<file path="src/rtl/mem_port_arbiter_if.sv">
`default_nettype none
// ============================================================================
// Module   : mem_port_arbiter_if
// Purpose  : Request ports, memory command port and perf counters of the
//            two-port memory arbiter. slave = arbiter view, master = environment.
// Revision : 1.0
// ============================================================================
interface mem_port_arbiter_if #(
  parameter int ADDR_W = 32,
  parameter int DATA_W = 32
);
  logic              p0_cmd_start, p0_cmd_write, p0_cmd_ready;
  logic [ADDR_W-1:0] p0_addr;
  logic [DATA_W-1:0] p0_wdata, p0_wmask, p0_rdata;
  logic              p0_rdata_valid;

  logic              p1_cmd_start, p1_cmd_write, p1_cmd_ready;
  logic [ADDR_W-1:0] p1_addr;
  logic [DATA_W-1:0] p1_wdata, p1_wmask, p1_rdata;
  logic              p1_rdata_valid;

  logic              mem_cmd_start, mem_cmd_write, mem_cmd_ready;
  logic [ADDR_W-1:0] mem_addr;
  logic [DATA_W-1:0] mem_wdata, mem_wmask, mem_rdata;
  logic              mem_rdata_valid;

  logic [31:0]       perf_grant0, perf_grant1, perf_stall;

  modport slave (
    input  p0_cmd_start, p0_cmd_write, p0_addr, p0_wdata, p0_wmask,
    output p0_cmd_ready, p0_rdata, p0_rdata_valid,
    input  p1_cmd_start, p1_cmd_write, p1_addr, p1_wdata, p1_wmask,
    output p1_cmd_ready, p1_rdata, p1_rdata_valid,
    output mem_cmd_start, mem_cmd_write, mem_addr, mem_wdata, mem_wmask,
    input  mem_cmd_ready, mem_rdata, mem_rdata_valid,
    output perf_grant0, perf_grant1, perf_stall
  );

  modport master (
    output p0_cmd_start, p0_cmd_write, p0_addr, p0_wdata, p0_wmask,
    input  p0_cmd_ready, p0_rdata, p0_rdata_valid,
    output p1_cmd_start, p1_cmd_write, p1_addr, p1_wdata, p1_wmask,
    input  p1_cmd_ready, p1_rdata, p1_rdata_valid,
    input  mem_cmd_start, mem_cmd_write, mem_addr, mem_wdata, mem_wmask,
    output mem_cmd_ready, mem_rdata, mem_rdata_valid,
    input  perf_grant0, perf_grant1, perf_stall
  );
endinterface
`default_nettype wire

</file>
<file path="src/rtl/mem_port_arbiter.sv">
`default_nettype none
// ============================================================================
// Module   : mem_port_arbiter
// Purpose  : Shares one memory command port between fetch (port 0, priority)
//            and load/store (port 1, aged). Perf counters: MEM_ARB_PERF_COUNTERS_EN.
// Revision : 1.0
// ============================================================================
module mem_port_arbiter #(
  parameter int ADDR_W   = 32,
  parameter int DATA_W   = 32,
  parameter int MAX_WAIT = 4
) (
  input  logic              clk,
  input  logic              reset,
  mem_port_arbiter_if.slave bus
);

  localparam int                  c_wait_w   = 4;
  localparam logic [c_wait_w-1:0] c_max_wait = c_wait_w'(MAX_WAIT);

  typedef enum logic [1:0] {
    ST_IDLE      = 2'b00,
    ST_WAIT_READ = 2'b01
  } state_t;

  state_t                 r_state, w_state_nxt;

  logic [1:0]             w_req_start, w_req_write;
  logic [1:0][ADDR_W-1:0] w_req_addr;
  logic [1:0][DATA_W-1:0] w_req_wdata, w_req_wmask;

  logic [1:0]             r_slot_valid, r_slot_write;
  logic [1:0][ADDR_W-1:0] r_slot_addr;
  logic [1:0][DATA_W-1:0] r_slot_wdata, r_slot_wmask;

  logic [1:0]             w_grant;
  logic                   w_gsel;
  logic                   w_issue_read;
  logic                   w_read_done;
  logic                   r_owner;
  logic [ADDR_W-1:0]      r_issue_addr;
  logic [c_wait_w-1:0]    r_wait_cnt;
  logic [1:0]             r_rdata_valid;
  logic [1:0][DATA_W-1:0] r_rdata;

  assign w_req_start = {bus.p1_cmd_start, bus.p0_cmd_start};
  assign w_req_write = {bus.p1_cmd_write, bus.p0_cmd_write};
  assign w_req_addr  = {bus.p1_addr,      bus.p0_addr};
  assign w_req_wdata = {bus.p1_wdata,     bus.p0_wdata};
  assign w_req_wmask = {bus.p1_wmask,     bus.p0_wmask};

  assign bus.p0_cmd_ready   = ~r_slot_valid[0];
  assign bus.p1_cmd_ready   = ~r_slot_valid[1];
  assign bus.p0_rdata       = r_rdata[0];
  assign bus.p1_rdata       = r_rdata[1];
  assign bus.p0_rdata_valid = r_rdata_valid[0];
  assign bus.p1_rdata_valid = r_rdata_valid[1];

  // A slot can only be granted while full, and only captures while empty,
  // so refill after a grant always lands on the following cycle.
  always_ff @(posedge clk) begin
    for (int i = 0; i < 2; i++) begin
      if (reset) begin
        r_slot_valid[i] <= 1'b0;
        r_slot_write[i] <= 1'b0;
        r_slot_addr[i]  <= '0;
        r_slot_wdata[i] <= '0;
        r_slot_wmask[i] <= '0;
      end else if (w_req_start[i] && !r_slot_valid[i]) begin
        r_slot_valid[i] <= 1'b1;
        r_slot_write[i] <= w_req_write[i];
        r_slot_addr[i]  <= w_req_addr[i];
        r_slot_wdata[i] <= w_req_wdata[i];
        r_slot_wmask[i] <= w_req_wmask[i];
      end else if (w_grant[i]) begin
        r_slot_valid[i] <= 1'b0;
      end
    end
  end

  always_comb begin
    w_grant = 2'b00;
    if (r_state == ST_IDLE && bus.mem_cmd_ready) begin
      if (r_slot_valid[1] && (!r_slot_valid[0] || r_wait_cnt == c_max_wait))
        w_grant = 2'b10;
      else if (r_slot_valid[0])
        w_grant = 2'b01;
    end
  end

  assign w_gsel       = w_grant[1];
  assign w_issue_read = (|w_grant) && !r_slot_write[w_gsel];
  assign w_read_done  = (r_state == ST_WAIT_READ) && bus.mem_rdata_valid;

  always_comb begin
    w_state_nxt       = r_state;
    bus.mem_cmd_start = 1'b0;
    bus.mem_cmd_write = 1'b0;
    bus.mem_addr      = '1;
    bus.mem_wdata     = '1;
    bus.mem_wmask     = '1;
    case (r_state)
      ST_IDLE: begin
        if (|w_grant) begin
          bus.mem_cmd_start = 1'b1;
          bus.mem_cmd_write = r_slot_write[w_gsel];
          bus.mem_addr      = r_slot_addr[w_gsel];
          bus.mem_wdata     = r_slot_wdata[w_gsel];
          bus.mem_wmask     = r_slot_wmask[w_gsel];
          if (w_issue_read)
            w_state_nxt = ST_WAIT_READ;
        end
      end
      ST_WAIT_READ: begin
        bus.mem_addr = r_issue_addr;
        if (bus.mem_rdata_valid)
          w_state_nxt = ST_IDLE;
      end
      default: w_state_nxt = ST_IDLE;
    endcase
  end

  always_ff @(posedge clk) begin
    if (reset) begin
      r_state      <= ST_IDLE;
      r_owner      <= 1'b0;
      r_issue_addr <= '1;
    end else begin
      r_state <= w_state_nxt;
      if (w_issue_read) begin
        r_owner      <= w_gsel;
        r_issue_addr <= r_slot_addr[w_gsel];
      end
    end
  end

  // Counts arbitrations port 1 has lost while it had a request pending.
  always_ff @(posedge clk) begin
    if (reset || !r_slot_valid[1] || w_grant[1])
      r_wait_cnt <= '0;
    else if (w_grant[0] && r_wait_cnt != c_max_wait)
      r_wait_cnt <= r_wait_cnt + c_wait_w'(1);
  end

  always_ff @(posedge clk) begin
    r_rdata_valid <= 2'b00;
    if (reset) begin
      r_rdata <= '0;
    end else if (w_read_done) begin
      r_rdata[r_owner]       <= bus.mem_rdata;
      r_rdata_valid[r_owner] <= 1'b1;
    end
  end

`ifdef MEM_ARB_PERF_COUNTERS_EN
  logic [31:0] r_perf_grant0, r_perf_grant1, r_perf_stall;

  always_ff @(posedge clk) begin
    if (reset) begin
      r_perf_grant0 <= '0;
      r_perf_grant1 <= '0;
      r_perf_stall  <= '0;
    end else begin
      if (w_grant[0])
        r_perf_grant0 <= r_perf_grant0 + 32'd1;
      if (w_grant[1])
        r_perf_grant1 <= r_perf_grant1 + 32'd1;
      if (r_state == ST_IDLE && (|r_slot_valid) && !bus.mem_cmd_ready)
        r_perf_stall <= r_perf_stall + 32'd1;
    end
  end

  assign bus.perf_grant0 = r_perf_grant0;
  assign bus.perf_grant1 = r_perf_grant1;
  assign bus.perf_stall  = r_perf_stall;
`else
  assign bus.perf_grant0 = '0;
  assign bus.perf_grant1 = '0;
  assign bus.perf_stall  = '0;
`endif

endmodule
`default_nettype wire

</file>
<file path="src/flat_wrapper.sv">
// flat-port wrapper written by rule: the top's interface ports become plain ports
module mem_port_arbiter_flat 
#(
  parameter int ADDR_W   = 32,
  parameter int DATA_W   = 32,
  parameter int MAX_WAIT = 4
)
  (clk, reset, bus_p0_cmd_start, bus_p0_cmd_write, bus_p0_addr, bus_p0_wdata, bus_p0_wmask, bus_p0_cmd_ready, bus_p0_rdata, bus_p0_rdata_valid, bus_p1_cmd_start, bus_p1_cmd_write, bus_p1_addr, bus_p1_wdata, bus_p1_wmask, bus_p1_cmd_ready, bus_p1_rdata, bus_p1_rdata_valid, bus_mem_cmd_start, bus_mem_cmd_write, bus_mem_addr, bus_mem_wdata, bus_mem_wmask, bus_mem_cmd_ready, bus_mem_rdata, bus_mem_rdata_valid, bus_perf_grant0, bus_perf_grant1, bus_perf_stall);
  mem_port_arbiter_if #(.ADDR_W(ADDR_W), .DATA_W(DATA_W)) bus_i ();
  input  logic clk;
  input  logic reset;
  input wire logic [$bits(bus_i.p0_cmd_start)-1:0] bus_p0_cmd_start;
  input wire logic [$bits(bus_i.p0_cmd_write)-1:0] bus_p0_cmd_write;
  input wire logic [$bits(bus_i.p0_addr)-1:0] bus_p0_addr;
  input wire logic [$bits(bus_i.p0_wdata)-1:0] bus_p0_wdata;
  input wire logic [$bits(bus_i.p0_wmask)-1:0] bus_p0_wmask;
  output wire logic [$bits(bus_i.p0_cmd_ready)-1:0] bus_p0_cmd_ready;
  output wire logic [$bits(bus_i.p0_rdata)-1:0] bus_p0_rdata;
  output wire logic [$bits(bus_i.p0_rdata_valid)-1:0] bus_p0_rdata_valid;
  input wire logic [$bits(bus_i.p1_cmd_start)-1:0] bus_p1_cmd_start;
  input wire logic [$bits(bus_i.p1_cmd_write)-1:0] bus_p1_cmd_write;
  input wire logic [$bits(bus_i.p1_addr)-1:0] bus_p1_addr;
  input wire logic [$bits(bus_i.p1_wdata)-1:0] bus_p1_wdata;
  input wire logic [$bits(bus_i.p1_wmask)-1:0] bus_p1_wmask;
  output wire logic [$bits(bus_i.p1_cmd_ready)-1:0] bus_p1_cmd_ready;
  output wire logic [$bits(bus_i.p1_rdata)-1:0] bus_p1_rdata;
  output wire logic [$bits(bus_i.p1_rdata_valid)-1:0] bus_p1_rdata_valid;
  output wire logic [$bits(bus_i.mem_cmd_start)-1:0] bus_mem_cmd_start;
  output wire logic [$bits(bus_i.mem_cmd_write)-1:0] bus_mem_cmd_write;
  output wire logic [$bits(bus_i.mem_addr)-1:0] bus_mem_addr;
  output wire logic [$bits(bus_i.mem_wdata)-1:0] bus_mem_wdata;
  output wire logic [$bits(bus_i.mem_wmask)-1:0] bus_mem_wmask;
  input wire logic [$bits(bus_i.mem_cmd_ready)-1:0] bus_mem_cmd_ready;
  input wire logic [$bits(bus_i.mem_rdata)-1:0] bus_mem_rdata;
  input wire logic [$bits(bus_i.mem_rdata_valid)-1:0] bus_mem_rdata_valid;
  output wire logic [$bits(bus_i.perf_grant0)-1:0] bus_perf_grant0;
  output wire logic [$bits(bus_i.perf_grant1)-1:0] bus_perf_grant1;
  output wire logic [$bits(bus_i.perf_stall)-1:0] bus_perf_stall;
  assign bus_i.p0_cmd_start = bus_p0_cmd_start;
  assign bus_i.p0_cmd_write = bus_p0_cmd_write;
  assign bus_i.p0_addr = bus_p0_addr;
  assign bus_i.p0_wdata = bus_p0_wdata;
  assign bus_i.p0_wmask = bus_p0_wmask;
  assign bus_p0_cmd_ready = bus_i.p0_cmd_ready;
  assign bus_p0_rdata = bus_i.p0_rdata;
  assign bus_p0_rdata_valid = bus_i.p0_rdata_valid;
  assign bus_i.p1_cmd_start = bus_p1_cmd_start;
  assign bus_i.p1_cmd_write = bus_p1_cmd_write;
  assign bus_i.p1_addr = bus_p1_addr;
  assign bus_i.p1_wdata = bus_p1_wdata;
  assign bus_i.p1_wmask = bus_p1_wmask;
  assign bus_p1_cmd_ready = bus_i.p1_cmd_ready;
  assign bus_p1_rdata = bus_i.p1_rdata;
  assign bus_p1_rdata_valid = bus_i.p1_rdata_valid;
  assign bus_mem_cmd_start = bus_i.mem_cmd_start;
  assign bus_mem_cmd_write = bus_i.mem_cmd_write;
  assign bus_mem_addr = bus_i.mem_addr;
  assign bus_mem_wdata = bus_i.mem_wdata;
  assign bus_mem_wmask = bus_i.mem_wmask;
  assign bus_i.mem_cmd_ready = bus_mem_cmd_ready;
  assign bus_i.mem_rdata = bus_mem_rdata;
  assign bus_i.mem_rdata_valid = bus_mem_rdata_valid;
  assign bus_perf_grant0 = bus_i.perf_grant0;
  assign bus_perf_grant1 = bus_i.perf_grant1;
  assign bus_perf_stall = bus_i.perf_stall;
  mem_port_arbiter #(.ADDR_W(ADDR_W), .DATA_W(DATA_W), .MAX_WAIT(MAX_WAIT)) u_core (.clk(clk), .reset(reset), .bus(bus_i));
endmodule
</file>
<file path="config.mk">
export PLATFORM = sky130hd
export DESIGN_NAME = mem_port_arbiter_flat
export DESIGN_NICKNAME = d
export VERILOG_FILES = /design/src/rtl/mem_port_arbiter_if.sv /design/src/rtl/mem_port_arbiter.sv /design/src/flat_wrapper.sv
export SDC_FILE = /design/constraint.sdc
export NUM_CORES = 1
export LEC_CHECK = 0
export BUFFER_PORTS_ARGS = -buffer_cell sky130_fd_sc_hd__buf_4
export CAP_MARGIN = 25
export CORE_AREA = 4 4 188 190
export CTS_CLUSTER_DIAMETER = 80
export DETAILED_ROUTE_END_ITERATION = 12
export DIE_AREA = 0 0 192 194
export PLACE_DENSITY = 0.67
export SLEW_MARGIN = 20
export SYNTH_ARGS = -nofsm -noshare
export SYNTH_HDL_FRONTEND = slang
export SYNTH_SLANG_ARGS = --single-unit
</file>
<file path="constraint.sdc">
create_clock -name clk -period 2.7 [get_ports clk]
set_clock_uncertainty 0.05 [all_clocks]
set_input_delay 0.81 -clock clk [delete_from_list [all_inputs] [get_ports clk]]
set_output_delay 0.81 -clock clk [all_outputs]
set_load 0.02 [all_outputs]
</file>
==> metrics.txt, run 1 <==
total CTS buffers 36; Post-synth EDFFs 0; Slew headroom about half; final setup fails 97; Syn Area/Cell approximately 7.5 µm²; Min Hold Slack 402 ps; Least-Margin Pin Slew ~730 ps; worst setup path class register to output port; Net count, final 2374; Comb power frac around 19%; # H-tree levels 2; clk sink count 300; Most used DFF post-synth dfxtp_1; drt wl/cell between 15 and 20 µm; num rows 67; I/O Pins just under 500; Min Clock Period, post-route around 3200 ps; maximum vdd drop between 0.5 and 0.6 mV; critical path data required time around 1800 ps; drt total wl roughly 46 mm; Die W 192 µm; DRC Markers 0; Via density around 4.9; Max Freq 312 MHz; most common cell after layout, fill and taps aside nand2_1; mapped cell area 12900 µm²; Area Overhead vs Synth 46.8%; commonest non-fill, non-tap cells in the layout 518 x nand2_1, 448 x buf_4, 297 x dfxtp_1; Final WS setup -504 ps; cell-internal power around 8700 µW; Net Sw Frac between 20% and 30%; final hold vios 0; largest net degree at the start of global routing 110; die footprint about 37000 µm²; crit end category output port; Root Buffer clkbuf_16; Initial Utilization approximately two fifths; Port Buffers between 300 and 400; DR iter-0 viols approximately 600; share of cells above drive strength 1 31.9%; initial antenna violation count 1; TritonCTS clock tree built; Sw Pwr 3370 µW; total track usage between 20% and 30%; RePlAce Congestion 0.818; Yosys reg bits 300; Startpoint Class register; first-pass GRT wire length 68.7 mm; Lkg Pwr slightly above 0.008 µW; status finished, violations left; Hold Crit Class register to register; vias in the first global route around 13000; RSZ-0062 raised after global routing true; clock buffer depth 3; Async S/R FF share, synth 0%; FILL cells 3047; Clk pwr share 40.6%; core footprint roughly 33000 µm²; DRT Pass-1 Iters 5; Worst Path Arrival 2340 ps; Max-cap violations 0; clock latency on the worst-skew pair 510 ps; Seq pwr share 40.0%; Vert. Die Dim approximately 190 µm; Slew Limit Fails 0; Power Dens Cells about 640 nW/µm²; Detailed Place HPWL ~30 mm; hold_buf cts 0; Core Util, Final a little under three fifths; sequential share of the synthesized area ~47%; Fin Setup TNS -38600 ps; Yosys warning count 0; CTS clk-pin slew, worst paths roughly 60 ps; CP Max Fanout 9; failing checks negative setup slack; post-synthesis cell count 1710; post-route ant nets 0; Final Non-Filler Cells 2615; placed cells between 2000 and 3000; routed via count about 13000; Yosys cell types 42; grt total ovfl 0; final worst path period share 119%
## power by group through the flow
stage	Sequential (µW)	Combinational, µW	Clock [µW]
5_1_grt	4860	2520	5170
6_report	4840	2350	4910
3_5_place_dp	4900	2100	0
2_1_floorplan	4880	1260	0
3_3_place_gp	4890	2080	0
4_1_cts	4820	2260	5010
## synthesized netlist by cell type, drive strengths merged, types with 2 or more instances
library cell | number | area share [%]
nand4b | 2 | 0.14
o211ai | 32 | 2.0
ha | 2 | 0.19
dfxtp | 300 | 47
nand3b | 3 | 0.17
nor2 | 137 | 4.0
xnor2 | 2 | 0.14
inv | 5 | 0.15
mux2i | 33 | 2.6
a21oi | 356 | 14
clkbuf | 86 | 2.5
and3b | 3 | 0.24
buf | 141 | 8.3
nand3 | 36 | 1.4
nand2 | 520 | 15
nor2b | 35 | 1.7
o21ai | 3 | 0.15
## cell families (layout without fill, tap and decap cells)
group	Yosys count	in the layout	share of synthesized area, %
muxes	33	33	2.56
DFF	300	300	46.6
other	1	97	0.0291
buffers and inverters	233	594	11.0
AOI/OAI and AO/OA	396	396	16.4
and+or+nand+nor	742	742	23.1
xor gates and xnor gates	3	3	0.204
adders and majority gates	2	2	0.194
## routing by layer
metal  share of wire, %  track usage [%]
met5                  0                0
met4                2.4             6.44
met3                7.9             6.07
met2                 49             38.7
met1                 40             27.9
## registers in the layout (all words and copies together) (netlist names)
register,cells
u_core.r_owner,1
u_core.r_rdata_valid,2
u_core.r_slot_wmask,64
u_core.r_slot_wdata,64
u_core.r_slot_addr,64
u_core.r_slot_write,2
u_core.r_wait_cnt,4
u_core.bus.p1_rdata,32
u_core.r_state,1
u_core.r_issue_addr,32
u_core.bus.p0_rdata,32
u_core.r_slot_valid,2
## worst max-delay path: stages, from the launching register on
cell and delay, ps:
dfxtp_2 320, inv_2 60, ha_4 130, and3b_4 210, o21ai_4 70, buf_12 140
buf_12 130, buf_16 140, buf_4 140, clkbuf_16 160, a21oi_2 140, buf_4 170
## worst paths after layout
check / endpoint / start / cells after the start / slack [ps]
max: bus_mem_wdata[18] / u_core.r_wait_cnt[1]$_SDFFE_PP0P_ / 11 / -500
min: u_core.r_slot_wmask[37]$_SDFFE_PP0P_ / u_core.r_slot_wmask[37]$_SDFFE_PP0P_ / 2 / 400
max reg2reg: u_core.r_issue_addr[14]$_SDFFE_PP1P_ / u_core.r_wait_cnt[1]$_SDFFE_PP0P_ / 10 / 330
min reg2reg: u_core.r_slot_wmask[37]$_SDFFE_PP0P_ / u_core.r_slot_wmask[37]$_SDFFE_PP0P_ / 2 / 400
## per-stage QoR
stage                     instance area, µm²  worst slack [ps]  power [µW]
after floorplan                        13400             -65.5        6150
after global placement                 16500              -266        6970
after detailed placement               16500              -252        7000
after CTS                              18500              -505       12100
after global routing                   18900              -591       12600
final                                  18900              -504       12100
## area by class of cell
cell class,count,area [µm²],share of cell area (%)
Antenna cell,1,2.50,0.0132
Clock buffer,56,1100,5.81
Clock inverter,8,111,0.589
Inverter,6,22.5,0.119
Multi-Input combinational cell,1272,6520,34.5
Sequential cell,300,6010,31.8
Tap cell,448,561,2.96
Timing Repair Buffer,524,4590,24.3
## what timing repair did
action,in CTS,in global routing
endpoints found under the setup margin,98,98
pin swaps,13,13
gates cloned,5,2
gates resized for setup,88,58
buffers inserted,22,14
No activity file was read; power rests on OpenSTA's default activity.
==> run 2: changes to the inputs <==
CORE_AREA = 4 4 190 192   (was 4 4 188 190)
DIE_AREA = 0 0 194 196   (was 0 0 192 194)
PLACE_DENSITY = 0.66   (was 0.67)
==> run 2 against run 1 <==
  * The flow still finishes with violations (negative setup slack)
  * Core utilization shrank 2.3 points
  * Fmax increased by 2.8%
  * Setup slack improved by 88 ps
  * Clock-buffer cell count decreased by 9
  * Clock power is 9.8% lower
  * Total power is 4.1% lower
  * Final area fell by 1.4%
==> metrics.txt, run 2 (synthesis gave the netlist of run 1 again) <==
RePlAce Congestion 0.835 (was 0.818); Slew Limit Fails 0 (unchanged); DRC Markers 0 (unchanged); num rows 68 (was 67); Least-Margin Pin Slew 735 ps (was 730 ps); final worst path period share 115% (was 119%); drt wl/cell 17.6 µm (was 17.4 µm); clock latency on the worst-skew pair 510 ps (about the same); final setup fails 98 (was 97); Root Buffer clkbuf_16 (unchanged); clock buffer depth 3 (unchanged); Power Dens Cells 622 nW/µm² (was 639 nW/µm²); grt total ovfl 0 (unchanged); Max Freq 321 MHz (was 312 MHz); FILL cells 3228 (was 3047); I/O Pins 494 (unchanged); Min Clock Period, post-route 3120 ps (was 3200 ps); register area 6010 µm² (unchanged); DR iter-0 viols 745 (was 595); total CTS buffers 35 (was 36); TritonCTS clock tree built (unchanged); Largest delay share family, worst path buffers and inverters (unchanged); RSZ-0062 raised after global routing true (unchanged); final hold vios 0 (unchanged); ordered list of cells on the worst path inv_2 -> ha_4 -> and3b_4 -> o21ai_4 -> buf_12 -> buf_12 -> mux2i_1 -> a21oi_2 -> buf_4 (was inv_2 -> ha_4 -> and3b_4 -> o21ai_4 -> buf_12 -> buf_12 -> buf_16 -> buf_4 -> clkbuf_16 -> a21oi_2 -> buf_4); share of cells above drive strength 1 32.3% (was 31.9%); largest net degree at the start of global routing 111 (was 110); CP max-delay cell dfxtp_2 (unchanged); Final WS setup -416 ps (was -504 ps); maximum vdd drop 0.468 mV (was 0.571 mV); status finished, violations left (unchanged); failing checks negative setup slack (unchanged); vias in the first global route 12500 (was 12700); number of buffers and inverters on the critical path 4 (was 7); Detailed Place HPWL 30.3 mm (was 30.1 mm); Worst Path Arrival 2260 ps (was 2340 ps); core footprint 34400 µm² (was 33400 µm²); Die W 194 µm (was 192 µm); # H-tree levels 2 (unchanged); Max-cap violations 0 (unchanged); CTS clk-pin slew, worst paths 60 ps (about the same); Hold Crit Class register to register (unchanged); largest registers u_core.r_slot_addr (64), u_core.r_slot_wdata (64), u_core.r_slot_wmask (64) (unchanged); crit end category output port (unchanged); Startpoint Class register (unchanged); Lkg Pwr 0.00805 µW (was 0.00817 µW); CP peak stage delay 330 ps (was 320 ps); clk sink count 300 (unchanged); worst setup path class register to output port (unchanged); die footprint 38000 µm² (was 37200 µm²); Area Overhead vs Synth 44.8% (was 46.8%); diodes inserted 0 (was 1); critical path data required time 1840 ps (about the same); Via density 4.95 (was 4.91); routed via count 12900 (about the same); Vert. Die Dim 196 µm (was 194 µm); initial antenna violation count 1 (unchanged); first-pass GRT wire length 68.1 mm (was 68.7 mm); DRT Pass-1 Iters 5 (unchanged); drt total wl 45.8 mm (was 45.6 mm); Net count, final 2365 (was 2374); commonest non-fill, non-tap cells in the layout 518 x nand2_1, 436 x buf_4, 297 x dfxtp_1 (was 518 x nand2_1, 448 x buf_4, 297 x dfxtp_1); CP Max Fanout 6 (was 9); most common cell after layout, fill and taps aside nand2_1 (unchanged); area taken by multi-input logic gates 6490 µm² (was 6520 µm²); Initial Utilization 37.5% (was 38.5%); Fin Setup TNS -33880 ps (was -38600 ps); most used cell, CP buf_12; Slew headroom 51.0% (was 51.3%); total track usage 21.8% (was 22.6%); Core Util, Final 54.3% (was 56.6%); post-route ant nets 0 (unchanged); Port Buffers 397 (unchanged)
run 2: changes by cell type in the layout (fill, tap and decap cells not counted), moves of 5 or more:
cell / previous run / this run
buf_4: 448 / 436
clkinv_2: 2 / 9
nor2_1: 135 / 121
mux2i_4: 27 / 22
buf_6: 38 / 47
nor2_2: 1 / 15
run 2: stage by stage:
stage	hold slack [ps]	setup WS, ps	area (µm²)	instances	power [µW]
floorplan	381	-65.5	13400	1805	6150
global placement	391	-321	16400	2507	6940
detailed placement	397	-337	16400	2507	6980
CTS	404	-470	18000	2580	11500
global route	421	-489	18700	2607	12100
finish	402	-416	18700	2607	11600
run 2: layout make-up:
cell class	count	share of cell area [%]
clock inverter	11	0.329
multi-input combinational	1272	34.8
clock buffer	47	5.38
tap	455	3.05
inverter	6	0.121
sequential	300	32.2
timing repair buffer	516	24.1
run 2: repair_timing:
item | CTS | global route
hold buffers | 0 | 0
gates resized for setup | 73 | 97
gates cloned | 3 | 6
pin swaps | 4 | 22
endpoints found under the setup margin | 98 | 98
setup buffers | 12 | 23
run 2: worst min-delay path: cells and delay by family, from the launching register on:
| kind | cells | cell delay [ps] |
|---|---|---|
| flops | 1 | 310 |
| compound gates | 1 | 50 |
| simple gates | 1 | 50 |
run 2: path summary, 6_finish.rpt:
| kind | end | from | slack [ps] | cells after the start |
|---|---|---|---|---|
| worst max-delay path | bus_mem_addr[10] | u_core.r_wait_cnt[0]$_SDFFE_PP0P_ | -420 | 9 |
| worst min-delay path | u_core.r_slot_wdata[50]$_SDFFE_PP0P_ | u_core.r_slot_wdata[50]$_SDFFE_PP0P_ | 400 | 2 |
| worst max register to register | u_core.r_issue_addr[17]$_SDFFE_PP1P_ | u_core.r_wait_cnt[0]$_SDFFE_PP0P_ | 710 | 11 |
| worst min register to register | u_core.r_slot_wdata[50]$_SDFFE_PP0P_ | u_core.r_slot_wdata[50]$_SDFFE_PP0P_ | 400 | 2 |
run 2: report_power, final:
part / leakage, µW / internal [µW] / switching [µW]
Sequential: 0.00246 / 4680 / 165
Clock: 0.000532 / 2600 / 1830
Combinational: 0.00506 / 1030 / 1300
Total: 0.00805 / 8310 / 3300
run 2: routing by layer:
layer | global-route usage (%) | up-vias | share of wire (%)
li1 | - | 6222 | -
met1 | 26.8 | 6126 | 40
met2 | 37.4 | 473 | 49
met3 | 6.37 | 86 | 7.9
met4 | 6.35 | 2 | 2.9
met5 | 0 | - | 0.044
==> run 3: changes to the inputs <==
SKIP_CTS_REPAIR_TIMING = 1   (was default)
==> run 3 against run 2 <==
  * Wire length down 1.7%
  * Sequential power about the same
  * The flow still finishes with violations (negative setup slack)
  * Die area unchanged
  * Critical path depth unchanged
  * Largest power group unchanged
  * Critical path type unchanged
  * Sequential share of layout area is 0.41 points higher
  * Clock-buffer cell count is the same
  * Register-to-register slack got worse by 70 ps
==> metrics.txt, run 3 (synthesis gave the netlist of run 1 again) <==
Detailed Place HPWL 30.3 mm (unchanged); CP max-delay cell dfxtp_2 (unchanged); Slew Limit Fails 0 (unchanged); most common cell after layout, fill and taps aside nand2_1 (unchanged); DRT Pass-1 Iters 5 (unchanged); largest registers u_core.r_slot_addr (64), u_core.r_slot_wdata (64), u_core.r_slot_wmask (64) (unchanged); Seq pwr share 41.9% (was 41.7%); Lkg Pwr 0.00794 µW (was 0.00805 µW); Root Buffer clkbuf_16 (unchanged); I/O Pins 494 (unchanged); vias in the first global route 12300 (was 12500); Slew headroom 51.0% (about the same); worst setup path class register to output port (unchanged); Fin Setup TNS -38020 ps (was -33880 ps); final setup fails 98 (unchanged); failing checks negative setup slack (unchanged); Via density 4.93 (was 4.95); DRC Markers 0 (unchanged); cell-internal power 8270 µW (was 8310 µW); Least-Margin Pin Slew 736 ps (was 735 ps); overall power 11500 µW (was 11600 µW); clock buffer depth 3 (unchanged); post-route cell area 18400 µm² (was 18700 µm²); total track usage 21.2% (was 21.8%); routed via count 12800 (was 12900); die footprint 38000 µm² (unchanged); critical path data required time 1840 ps (about the same); core footprint 34400 µm² (unchanged); CP Max Fanout 8 (was 6); final hold vios 0 (unchanged); Worst Path Arrival 2330 ps (was 2260 ps); maximum vdd drop 0.468 mV (about the same); Net Sw Frac 28.3% (was 28.4%); Port Buffers 397 (unchanged); DR iter-0 viols 701 (was 745); Net count, final 2348 (was 2365); CP peak stage delay 330 ps (about the same); RSZ-0062 raised after global routing true (unchanged); crit end category output port (unchanged); commonest non-fill, non-tap cells in the layout 518 x nand2_1, 429 x buf_4, 297 x dfxtp_1 (was 518 x nand2_1, 436 x buf_4, 297 x dfxtp_1); Comb power frac 19.8% (was 20.1%); Max Freq 314 MHz (was 321 MHz); FILL cells 3246 (was 3228); largest net degree at the start of global routing 111 (unchanged); drt wl/cell 17.4 µm (was 17.6 µm); diodes inserted 0 (unchanged); first-pass GRT wire length 66.5 mm (was 68.1 mm); total CTS buffers 35 (unchanged); status finished, violations left (unchanged); Die W 194 µm (unchanged); Final WS setup -488 ps (was -416 ps); Vert. Die Dim 196 µm (unchanged); share of cells above drive strength 1 31.6% (was 32.3%); Initial Utilization 37.5% (unchanged); Clk pwr share 38.3% (was 38.2%); grt total ovfl 0 (unchanged); RePlAce Congestion 0.835 (unchanged); Power Dens Cells 626 nW/µm² (was 622 nW/µm²); TritonCTS clock tree built (unchanged); Sw Pwr 3260 µW (was 3300 µW); number of buffers and inverters on the critical path 4 (unchanged); CTS clk-pin slew, worst paths 60 ps (about the same); Hold Crit Class register to register (unchanged); pre-CTS setup slack -337 ps (unchanged); num rows 68 (unchanged); initial antenna violation count 1 (unchanged); # H-tree levels 2 (unchanged); post-route ant nets 0 (unchanged); clock latency on the worst-skew pair 510 ps (about the same); drt total wl 45.0 mm (was 45.8 mm); clk sink count 300 (unchanged); Area Overhead vs Synth 43.0% (was 44.8%); Startpoint Class register (unchanged); DP Area 16400 µm² (unchanged); Largest delay share family, worst path buffers and inverters (unchanged); final worst path period share 118% (was 115%); ordered list of cells on the worst path inv_2 -> ha_4 -> and3b_4 -> o21ai_4 -> buf_12 -> clkbuf_16 -> mux2i_2 -> a21oi_2 -> buf_4 (was inv_2 -> ha_4 -> and3b_4 -> o21ai_4 -> buf_12 -> buf_12 -> mux2i_1 -> a21oi_2 -> buf_4); Min Clock Period, post-route 3190 ps (was 3120 ps); Max-cap violations 0 (unchanged)
run 3: final cells by class:
type / count / area [µm²] / area share (%)
tap: 455 / 569 / 3.09
sequential: 300 / 6010 / 32.6
clock inverter: 11 / 61.3 / 0.333
clock buffer: 47 / 1000 / 5.45
multi-input combinational: 1272 / 6420 / 34.9
timing repair buffer: 499 / 4330 / 23.5
inverter: 6 / 22.5 / 0.122
run 3: layer usage:
layer | share of wire, % | wire [µm] | global-route usage [%] | vias to the layer above
met5 | 0.044 | 20 | 0 | -
met4 | 2.7 | 1220 | 6.22 | 2
met2 | 49 | 21800 | 36.1 | 468
li1 | - | - | - | 6192
met1 | 41 | 18300 | 26.1 | 6045
met3 | 8.0 | 3610 | 6.44 | 74
run 3: through the flow:
stage                     utilization [%]  hold slack (ps)  instances
after global placement               47.8              391       2507
final                                53.6              403       2590
after global routing                 53.6              421       2590
after detailed placement             47.8              397       2507
after CTS                            50.9              404       2565
after floorplan                         -              381       1805
run 3: final timing paths:
kind	from	to	slack [ps]	depth (start not counted)
setup / recovery	u_core.r_wait_cnt[0]$_SDFFE_PP0P_	bus_mem_addr[15]	-490	9
hold / removal	u_core.r_slot_wdata[1]$_SDFFE_PP0P_	u_core.r_slot_wdata[1]$_SDFFE_PP0P_	400	2
setup reg to reg	u_core.r_wait_cnt[0]$_SDFFE_PP0P_	u_core.r_issue_addr[17]$_SDFFE_PP1P_	640	11
hold reg to reg	u_core.r_slot_wdata[1]$_SDFFE_PP0P_	u_core.r_slot_wdata[1]$_SDFFE_PP0P_	400	2
run 3: worst min-delay path: cells and delay by family (launching register included):
| kind | cells | cell delay [ps] |
|---|---|---|
| compound gates | 1 | 50 |
| flops | 1 | 310 |
| simple gates | 1 | 50 |
run 3: power by group through the flow:
stage,Sequential [µW],Combinational (µW),Clock [µW]
after global routing,4860,2450,4700
final,4840,2280,4410
after global placement,4900,2050,0
after detailed placement,4900,2070,0
after CTS,4810,2080,4530
after floorplan,4880,1260,0
